### src/rtl/controle_multiciclo_pkg.sv
// Shared encodings for the multicycle control: state codes, opcodes and datapath mux/ALU selects.
package controle_multiciclo_pkg;

    typedef enum logic [3:0] {
        FETCH  = 4'd0,
        DECODE = 4'd1,
        EXEC_R = 4'd2,
        WB_R   = 4'd3,
        ADDR   = 4'd4,
        MEM_RD = 4'd5,
        WB_LW  = 4'd6,
        MEM_WR = 4'd7,
        BRANCH = 4'd8,
        EXEC_I = 4'd9,
        WB_I   = 4'd10,
        JUMP   = 4'd11,
        TRAP   = 4'd12
    } estado_t;

    localparam logic [2:0] OP_R    = 3'b000;
    localparam logic [2:0] OP_LW   = 3'b001;
    localparam logic [2:0] OP_SW   = 3'b010;
    localparam logic [2:0] OP_BEQ  = 3'b011;
    localparam logic [2:0] OP_ADDI = 3'b100;
    localparam logic [2:0] OP_JMP  = 3'b111;

    localparam logic [1:0] ALU_ADD   = 2'b00;
    localparam logic [1:0] ALU_SUB   = 2'b01;
    localparam logic [1:0] ALU_FUNCT = 2'b10;
    localparam logic [1:0] ALU_ADDI  = 2'b11;

    localparam logic [1:0] SRCB_REG  = 2'b00;
    localparam logic [1:0] SRCB_ONE  = 2'b01;
    localparam logic [1:0] SRCB_IMM  = 2'b10;
    localparam logic [1:0] SRCB_BOFF = 2'b11;

    localparam logic [1:0] PCSRC_ALU  = 2'b00;
    localparam logic [1:0] PCSRC_OUT  = 2'b01;
    localparam logic [1:0] PCSRC_JUMP = 2'b10;

endpackage

### src/rtl/controle_multiciclo.sv
// Multicycle processor control FSM: state register plus combinational control decode.
module controle_multiciclo
    import controle_multiciclo_pkg::*;
(
    input  logic       clock,
    input  logic       reset,
    input  logic [2:0] opcode,
    input  logic       zero,
    input  logic       mem_ready,
    output logic       pc_write,
    output logic       ir_write,
    output logic       i_or_d,
    output logic       mem_read,
    output logic       mem_write,
    output logic       mem_to_reg,
    output logic       reg_dst,
    output logic       reg_write,
    output logic       alu_src_a,
    output logic [1:0] alu_src_b,
    output logic [1:0] alu_op,
    output logic [1:0] pc_source,
    output logic [3:0] estado,
    output logic       illegal
);

    estado_t state;

    always_ff @(posedge clock or posedge reset) begin
        if (reset) begin
            state <= FETCH;
        end else begin
            case (state)
                FETCH:  if (mem_ready) state <= DECODE;
                DECODE: begin
                    case (opcode)
                        OP_R:          state <= EXEC_R;
                        OP_LW, OP_SW:  state <= ADDR;
                        OP_BEQ:        state <= BRANCH;
                        OP_ADDI:       state <= EXEC_I;
                        OP_JMP:        state <= JUMP;
                        default:       state <= TRAP;
                    endcase
                end
                EXEC_R: state <= WB_R;
                WB_R:   state <= FETCH;
                ADDR:   state <= (opcode == OP_LW) ? MEM_RD : MEM_WR;
                MEM_RD: if (mem_ready) state <= WB_LW;
                WB_LW:  state <= FETCH;
                MEM_WR: if (mem_ready) state <= FETCH;
                BRANCH: state <= FETCH;
                EXEC_I: state <= WB_I;
                WB_I:   state <= FETCH;
                JUMP:   state <= FETCH;
                TRAP:   state <= TRAP;
                default: state <= FETCH;
            endcase
        end
    end

    assign estado = state;

    // Controls are gated by reset so nothing reaches the datapath while it is held.
    always_comb begin
        pc_write   = 1'b0;
        ir_write   = 1'b0;
        i_or_d     = 1'b0;
        mem_read   = 1'b0;
        mem_write  = 1'b0;
        mem_to_reg = 1'b0;
        reg_dst    = 1'b0;
        reg_write  = 1'b0;
        alu_src_a  = 1'b0;
        alu_src_b  = SRCB_REG;
        alu_op     = ALU_ADD;
        pc_source  = PCSRC_ALU;
        illegal    = 1'b0;
        if (!reset) begin
            case (state)
                FETCH: begin
                    mem_read  = 1'b1;
                    alu_src_b = SRCB_ONE;
                    ir_write  = mem_ready;
                    pc_write  = mem_ready;
                end
                DECODE: alu_src_b = SRCB_BOFF;
                EXEC_R: begin
                    alu_src_a = 1'b1;
                    alu_op    = ALU_FUNCT;
                end
                WB_R: begin
                    reg_dst   = 1'b1;
                    reg_write = 1'b1;
                end
                ADDR: begin
                    alu_src_a = 1'b1;
                    alu_src_b = SRCB_IMM;
                end
                MEM_RD: begin
                    i_or_d   = 1'b1;
                    mem_read = 1'b1;
                end
                WB_LW: begin
                    reg_write  = 1'b1;
                    mem_to_reg = 1'b1;
                end
                MEM_WR: begin
                    i_or_d    = 1'b1;
                    mem_write = 1'b1;
                end
                BRANCH: begin
                    alu_src_a = 1'b1;
                    alu_op    = ALU_SUB;
                    pc_source = PCSRC_OUT;
                    pc_write  = zero;
                end
                EXEC_I: begin
                    alu_src_a = 1'b1;
                    alu_src_b = SRCB_IMM;
                    alu_op    = ALU_ADDI;
                end
                WB_I: reg_write = 1'b1;
                JUMP: begin
                    pc_source = PCSRC_JUMP;
                    pc_write  = 1'b1;
                end
                TRAP: illegal = 1'b1;
                default: ;
            endcase
        end
    end

endmodule

### config.mk
export PLATFORM = sky130hd
export DESIGN_NAME = controle_multiciclo
export DESIGN_NICKNAME = d
export VERILOG_FILES = /design/src/rtl/controle_multiciclo_pkg.sv /design/src/rtl/controle_multiciclo.sv
export SDC_FILE = /design/constraint.sdc
export NUM_CORES = 1
export LEC_CHECK = 0
export BUFFER_PORTS_ARGS = -buffer_cell sky130_fd_sc_hd__buf_4
export CORE_MARGIN = 2
export CORE_UTILIZATION = 35
export DETAILED_ROUTE_END_ITERATION = 12
export PLACE_DENSITY_LB_ADDON = 0.05
export REMOVE_ABC_BUFFERS = 1
export SETUP_SLACK_MARGIN = 0.05
export SYNTH_ARGS = -nofsm -noshare
export SYNTH_HDL_FRONTEND = slang
export SYNTH_SLANG_ARGS = --single-unit
### constraint.sdc
create_clock -name clock -period 1.9 [get_ports clock]
set_input_delay 0.095 -clock clock [delete_from_list [all_inputs] [get_ports clock]]
set_output_delay 0.095 -clock clock [all_outputs]
set_load 0.05 [all_outputs]
* Word level (Yosys, flattened, before mapping)
Index checks and enable logic that the tools add are counted.
** Storage, ports and cells
- Input port bits :: 7
- Flip-flop bits (word level) :: 4
- Output and inout port bits :: 20
** Operators by class
- Eq/ne operators :: 20
- Reduce and logical (&&, ||, !) cells :: 9
- Muxes and demuxes :: 32
** Operators by type and width (number)
- $pmux 4 s8 :: 1
- $eq 4x4->1 const B :: 5
- $pmux 4 s5 :: 1
- $mux 1 :: 19
- $eq 4x3->1 const B :: 4
- $mux 4 :: 3
- $pmux 2 s3 :: 2
- $eq 4x2->1 const B :: 2
- $mux 2 :: 4
- $reduce_or 2->1 :: 4
- $eq 3x2->1 const B :: 2
- $eq 3x3->1 const B :: 2
- $ne 2x2->1 const B :: 3
- $eq 4x1->1 const B :: 1
- $logic_not 4->1 :: 1
- $pmux 2 s2 :: 1
- $reduce_or 4->1 :: 1
- $eq 3x1->1 const B :: 1
- $logic_not 3->1 :: 1
- $pmux 1 s3 :: 1
- $reduce_and 3->1 :: 1
- $reduce_or 3->1 :: 1

* Logic depth before layout (Yosys ltp)
Gate-level depths: netlist of the first run.
- Depth in word-level cells :: 4
- Gate-level depth with buffers :: 5

* Worst setup path before layout of the first run
No wires, ideal clock.
- Path type :: register -> output
- Start :: register state[3] (netlist: estado[3])
- End :: output port mem_read
- Data required time :: 1805 ps
- Path slack :: -757 ps
- Arrival time :: 2562 ps
- Stages on the path, launching flop included :: 4
- Path through :: dfrtp_1 clkbuf_1 buf_2 nor4_1
** On the way
- Word-level cells in the longest chain between the ends :: 4
- Elaborated cells between the ends (all ways) :: 5
- Those cells by class :: 1 x eq/ne; 2 x mux; 2 x reduce/logical
** RTL lines
- start, declared :: line controle_multiciclo.sv:26 : estado_t state;
- start signal, assigned :: line controle_multiciclo.sv:46 : ADDR: state <= (opcode == OP_LW) ? MEM_RD : MEM_WR;
- $eq 4x3->1 / $logic_not 4->1 (equally long branches) :: line controle_multiciclo.sv:78 : case (state)
- $reduce_or 2->1 (no source line) *
- $mux 1 * :: line controle_multiciclo.sv:78
- $mux 1 * :: line controle_multiciclo.sv:77 : if (!reset) begin
- end, declared :: line controle_multiciclo.sv:13 : output logic mem_read,
Mark *: on every way between the ends. The rest lies on a longest branch, timed or not.

* Worst setup path after layout of the first run
- Start :: register state[2] (netlist: estado[2])
- End :: output port reg_write
** On the way
- Word-level cells in the longest chain between the ends :: 4
- Elaborated cells between the ends (all ways) :: 6
- Those cells by class :: 3 x eq/ne; 2 x mux; 1 x reduce/logical
** RTL lines
- $eq 4x4->1 (tied with other cells) :: line controle_multiciclo.sv:78
- $reduce_or 3->1 (no source line) *
- $mux 1 * :: line controle_multiciclo.sv:78
- $mux 1 * :: line controle_multiciclo.sv:77
- end, declared :: line controle_multiciclo.sv:17 : output logic reg_write,
Marked as above.

==> out/metrics.yaml, run 1 <==
drt_iter0_drc: 8
syn_area_um2: 529
grt_usage_pct: 16.6
post-route-drc-count: 0
relSlewSlack_pct: 80.7
via_per_inst: 5.17
place_congestion: 0.833
hold_path_class: "in -> reg"
timing.final.crit_share_pct: 91.1
clk_pin_slew_ns: 0.04
ff2ff_setup_slack_ns: 0.46
final.fill_count: 163
hold_path_end: "estado[0]"
grt_pass1_vias: 563
grt_start_max_net_pins: 16
setup-violations-final: 0
largest_reg_flops: 4
r2r_end: "estado[0]"
power.leakage_nw: 0.350
crit_path_start_kind: "flop"
final_hold_viol_count: 0
ff_latch_area_um2: 104
p_switching_mw: 0.956
rows: 14
ff2ff_path_depth: 3
dr.pass1.iters: 4
worst_ep_required_time_ns: 1.80
ctsHtreeMaxLevel: 1
hold_depth: 4
max_stage_delay_ns: 0.50
drive_gt1_share_pct: 41.0
max_freq_ghz: 0.578
ys_seq_area_share_pct: 18.9
power.clock.fraction_pct: 6.9
die_h_um: 42.9
clockRootBuffer: "clkbuf_4"
cts_buffers: 3
rr_startpoint: "estado[2]"
syn_inst: 75
num_io_pins: 27
wl_um: 1370
antennaDiodeCount: 0
setup_tns_ns: 0
crit_family: "flip-flops"
cts_sinks: 4
dp_hpwl_um: 1050
final.setup_skew_ns: 0.00118
layout.nets: 109
coreArea_um2: 1450
switching_share_pct: 60.0
rsz0062_at_grt: "false"
die-area_um2: 1840
combPwrFrac_pct: 74.9
die_w_um: 42.9
arrival_ns: 1.64
syn_to_final_growth_pct: 43.3
p_seq_share_pct: 18.2
vias: 600
cap_viol_max_count: 0
ant_nets: 0
dpl_cell_area_um2: 722
cts_tree: "built"
clkLatencyLatePin_ns: 0.24
path_buf_inv: 1
wire_per_inst_um: 11.8
cp_slowest_cell: "dfrtp_2"
slew_viol_final: 0
holdWs_ns: 0.188
ys_warn_count: 0
yosysUniqueCellTypes: 36
power.total_mw: 1.59
antenna_found_initial: 0
p_int_mw: 0.638
initial_core_util_pct: 36.4
status: "finished, final reports clean"
clk_path_buf_depth: 2
tightest_slew_ns: 0.289
min_period_ns: 1.73
p_per_area_nw_per_um2: 2100
final_cell_area_um2: 758
grt_pass1_wl_um: 2330
critPathKind: "reg -> out"
numPortBuffers: 26
postCtsSetupBuffers: 0
multi_input_area_um2: 369
crit_path_max_fanout: 14
hp-start: "mem_ready"
grt.overflow.total: 0
endpoint_kind: "output port"
ir_drop_mv: 1.15
yosys_register_bits: 4
synth_area_per_cell_um2: 7.06
path_cells: "or2_1, a2111oi_2, buf_4"
## synthesized netlist by cell type
cell | n | area share [%]
a2111oi_2 | 1 | 2.8
a21oi_1 | 4 | 3.8
a22oi_1 | 1 | 1.4
a2bb2oi_1 | 1 | 1.7
a31o_2 | 1 | 1.7
a31oi_1 | 1 | 1.2
and2_0 | 1 | 1.2
and3_1 | 2 | 2.4
buf_1 | 1 | 0.71
buf_2 | 3 | 2.8
buf_4 | 1 | 1.4
buf_6 | 1 | 2.1
clkbuf_1 | 2 | 1.4
dfrtp_1 | 4 | 19
inv_1 | 4 | 2.8
mux2_2 | 1 | 2.1
nand2_1 | 3 | 2.1
nand2b_1 | 5 | 5.9
nand3_1 | 2 | 1.9
nand3b_1 | 1 | 1.4
nor2_1 | 11 | 7.8
nor3_1 | 8 | 7.6
nor3b_1 | 1 | 1.4
nor4_1 | 1 | 1.2
o21ai_0 | 2 | 1.9
o21ba_2 | 1 | 1.9
o221ai_1 | 1 | 1.7
o22a_1 | 1 | 1.7
o31ai_1 | 1 | 1.4
o32ai_1 | 1 | 1.7
or2_1 | 1 | 1.2
or2_2 | 1 | 1.2
or4_1 | 1 | 1.4
or4b_1 | 1 | 1.9
xor2_1 | 2 | 3.3
xor2_2 | 1 | 3.1
## per-stage QoR
stage	utilization (%)	setup slack (ns)	std cells
3_3_place_gp	49.7	0.316	112
6_report	52.2	0.169	116
4_1_cts	52.1	0.150	116
2_1_floorplan	-	-0.709	67
5_1_grt	52.2	0.0896	116
3_5_place_dp	49.7	0.290	112
## cell families (layout without fill, tap and decap cells)
logic type | Yosys count | in the layout | synth area share, %
simple gates | 39 | 39 | 38.5
buf+inv | 12 | 37 | 11.3
xor+xnor | 3 | 3 | 6.38
flops | 4 | 4 | 18.9
compound gates | 16 | 16 | 22.7
mux | 1 | 1 | 2.13
## placed cells by master (no fill, tap or decap), types with 2 or more instances in the layout
master and count:
xor2_1 2, clkbuf_4 3, nand2b_1 5, inv_1 4
and3_1 2, nor2_1 11, buf_4 29, nand3_1 2
o21ai_0 2, nand2_1 3, nor3_1 8, a21oi_1 4
dfrtp_2 3
## layout make-up
class | count | area share, %
Inverter | 4 | 1.98
Clock buffer | 3 | 2.97
Timing Repair Buffer | 30 | 30.0
Tap cell | 16 | 2.64
Multi-Input combinational cell | 59 | 48.7
Sequential cell | 4 | 13.7
## power groups by stage
stage	clock [mW]	combinational [mW]	sequential (mW)
floorplan	0	0.692	0.432
global placement	0	1.20	0.289
detailed placement	0	1.20	0.289
CTS	0.114	1.20	0.293
global route	0.122	1.28	0.317
finish	0.110	1.19	0.290
## worst min-delay path: cells and delay by family
kind | cells | cell delay, ns
and+or+nand+nor | 1 | 0.05
buffers and inverters | 1 | 0.11
AOI/OAI and AO/OA | 2 | 0.13
## metal layers
| metal | vias up | wire length (um) | track usage, % |
|---|---|---|---|
| li1 | 315 | - | - |
| met2 | 20 | 687 | 29.1 |
| met1 | 261 | 587 | 18.7 |
| met4 | 0 | 27 | 9.38 |
| met3 | 4 | 69 | 2.55 |
| met5 | - | 0 | 0 |
## how the worst max path moves through the flow
| stage | endpoint | startpoint | cells after the start | slack, ns |
|---|---|---|---|---|
| global route | reg_write | estado[0] | 4 | 0.09 |
| floorplan | mem_read | estado[0] | 2 | -0.71 |
| finish | reg_write | estado[2] | 3 | 0.17 |
| detailed placement | reg_write | estado[0] | 4 | 0.29 |
| global placement | reg_write | estado[0] | 4 | 0.32 |
| CTS | reg_write | estado[2] | 3 | 0.15 |
## timing repair
action,CTS,global route
resized for setup,2,1
endpoints found under the hold margin,4,0
endpoints found under the setup margin,1,1
hold buffers,1,0
Note: power is estimated with default switching activity, not from simulation.
==> inputs of run 2 (changes only) <==
--- a/config.mk
+++ b/config.mk
@@ -9,7 +9,7 @@
 export CORE_MARGIN = 2
 export CORE_UTILIZATION = 35
 export DETAILED_ROUTE_END_ITERATION = 12
-export PLACE_DENSITY_LB_ADDON = 0.05
+export PLACE_DENSITY_LB_ADDON = 0.08
 export REMOVE_ABC_BUFFERS = 1
 export SETUP_SLACK_MARGIN = 0.05
 export SYNTH_ARGS = -nofsm -noshare
==> out/metrics.yaml, run 2 (same netlist as run 1, synthesis figures left out) <==
status: "finished, final reports clean"
drt_iter0_drc: 7
setup_tns_ns: 0
die_h_um: 42.9
rows: 14
grt_pass1_wl_um: 2440
place_congestion: 0.844
wl_um: 1390
power.leakage_nw: 0.365
hold_depth: 4
rsz0062_at_grt: "true"
rr_startpoint: "estado[0]"
hold_path_end: "estado[0]"
p_per_area_nw_per_um2: 2110
grt.overflow.total: 0
crit_path_start_kind: "flop"
slew_viol_final: 0
max_stage_delay_ns: 0.50
endpoint_kind: "output port"
power.total_mw: 1.64
grt_usage_pct: 16.8
ff2ff_setup_slack_ns: 0.35
dr.pass1.iters: 4
grt_start_max_net_pins: 16
clockRootBuffer: "clkbuf_4"
hp-start: "mem_ready"
critPathKind: "reg -> out"
cts_sinks: 4
arrival_ns: 1.63
drive_gt1_share_pct: 41.7
antennaDiodeCount: 0
coreArea_um2: 1450
largest_reg_flops: 4
cts_buffers: 3
wire_per_inst_um: 11.7
place_inst: 112
initial_core_util_pct: 36.4
clk_pin_slew_ns: 0.03
setup-violations-final: 0
die_w_um: 42.9
ir_drop_mv: 1.47
tightest_slew_ns: 0.310
final_cell_mix: "buf_4, nor2_1, nor3_1, nand2b_1"
dp_hpwl_um: 1030
final.fill_count: 161
crit_path_max_fanout: 14
vias: 625
cp_slowest_cell: "dfrtp_2"
via_per_inst: 5.25
numPortBuffers: 26
clk_path_buf_depth: 2
final_common_cell: "buf_4"
cap_viol_max_count: 0
antenna_found_initial: 0
layout.nets: 112
path_cells: "or2_1, a2111oi_2, buf_4"
worst_ep_required_time_ns: 1.80
hold_path_class: "in -> reg"
min_period_ns: 1.73
grt_pass1_vias: 565
max_freq_ghz: 0.579
cts_tree: "built"
die-area_um2: 1840
r2r_end: "estado[1]"
final.setup_skew_ns: 0.000978
ant_nets: 0
syn_to_final_growth_pct: 47.3
num_io_pins: 27
relSlewSlack_pct: 79.3
clkLatencyLatePin_ns: 0.23
timing.final.crit_share_pct: 91.0
final_hold_viol_count: 0
final_cells: 119
ctsHtreeMaxLevel: 1
post-route-drc-count: 0
ff2ff_path_depth: 4
run 2: worst max path at each step:
stage                    from   endpoint  slack, ns
finish              estado[2]  reg_write       0.17
global placement    estado[2]  reg_write       0.31
detailed placement  estado[0]  alu_op[1]       0.30
global route        estado[2]  reg_write       0.05
floorplan           estado[0]   mem_read      -0.71
CTS                 estado[2]  reg_write       0.06
run 2: stage by stage:
stage	worst slack, ns	instance area [um^2]	hold slack (ns)	utilization [%]
floorplan	-0.709	484	-0.117	-
global placement	0.309	722	0.0570	49.7
detailed placement	0.302	722	0.0548	49.7
CTS	0.0553	754	0.190	51.9
global route	0.0453	779	0.200	53.6
finish	0.172	779	0.186	53.6
run 2: area by class of cell:
| cell class | count | area (um^2) | area share, % |
|---|---|---|---|
| Clock buffer | 3 | 22.5 | 2.89 |
| Timing Repair Buffer | 33 | 250 | 32.1 |
| Sequential cell | 4 | 103 | 13.2 |
| Inverter | 4 | 15.0 | 1.93 |
| Tap cell | 16 | 20.0 | 2.57 |
| Multi-Input combinational cell | 59 | 369 | 47.4 |
run 2: report_power, final:
group | internal, mW | total [mW] | switching (mW)
sequential | 0.134 | 0.261 | 0.127
combinational | 0.470 | 1.28 | 0.811
clock | 0.0704 | 0.102 | 0.0315
total | 0.675 | 1.64 | 0.969
run 2: what timing repair did:
action                     CTS  global route
setup endpoints to repair    0             6
hold endpoints to repair     4             0
buffers inserted             0             3
hold buffers                 1             0
resized for setup            0             2
run 2: layer usage:
metal / vias up / track usage, % / part of all wire (%)
li1: 320 / - / -
met1: 286 / 22.2 / 43
met2: 17 / 28.2 / 50
met3: 2 / 2.98 / 5.7
met4: 0 / 3.75 / 1.2
met5: - / 0 / 0
run 2: critical path, delay by kind of cell, from the launching register on:
kind	cells	cell delay [ns]
DFF	1	0.50
and+or+nand+nor	1	0.29
buffers and inverters	1	0.25
AOI/OAI and AO/OA	1	0.36
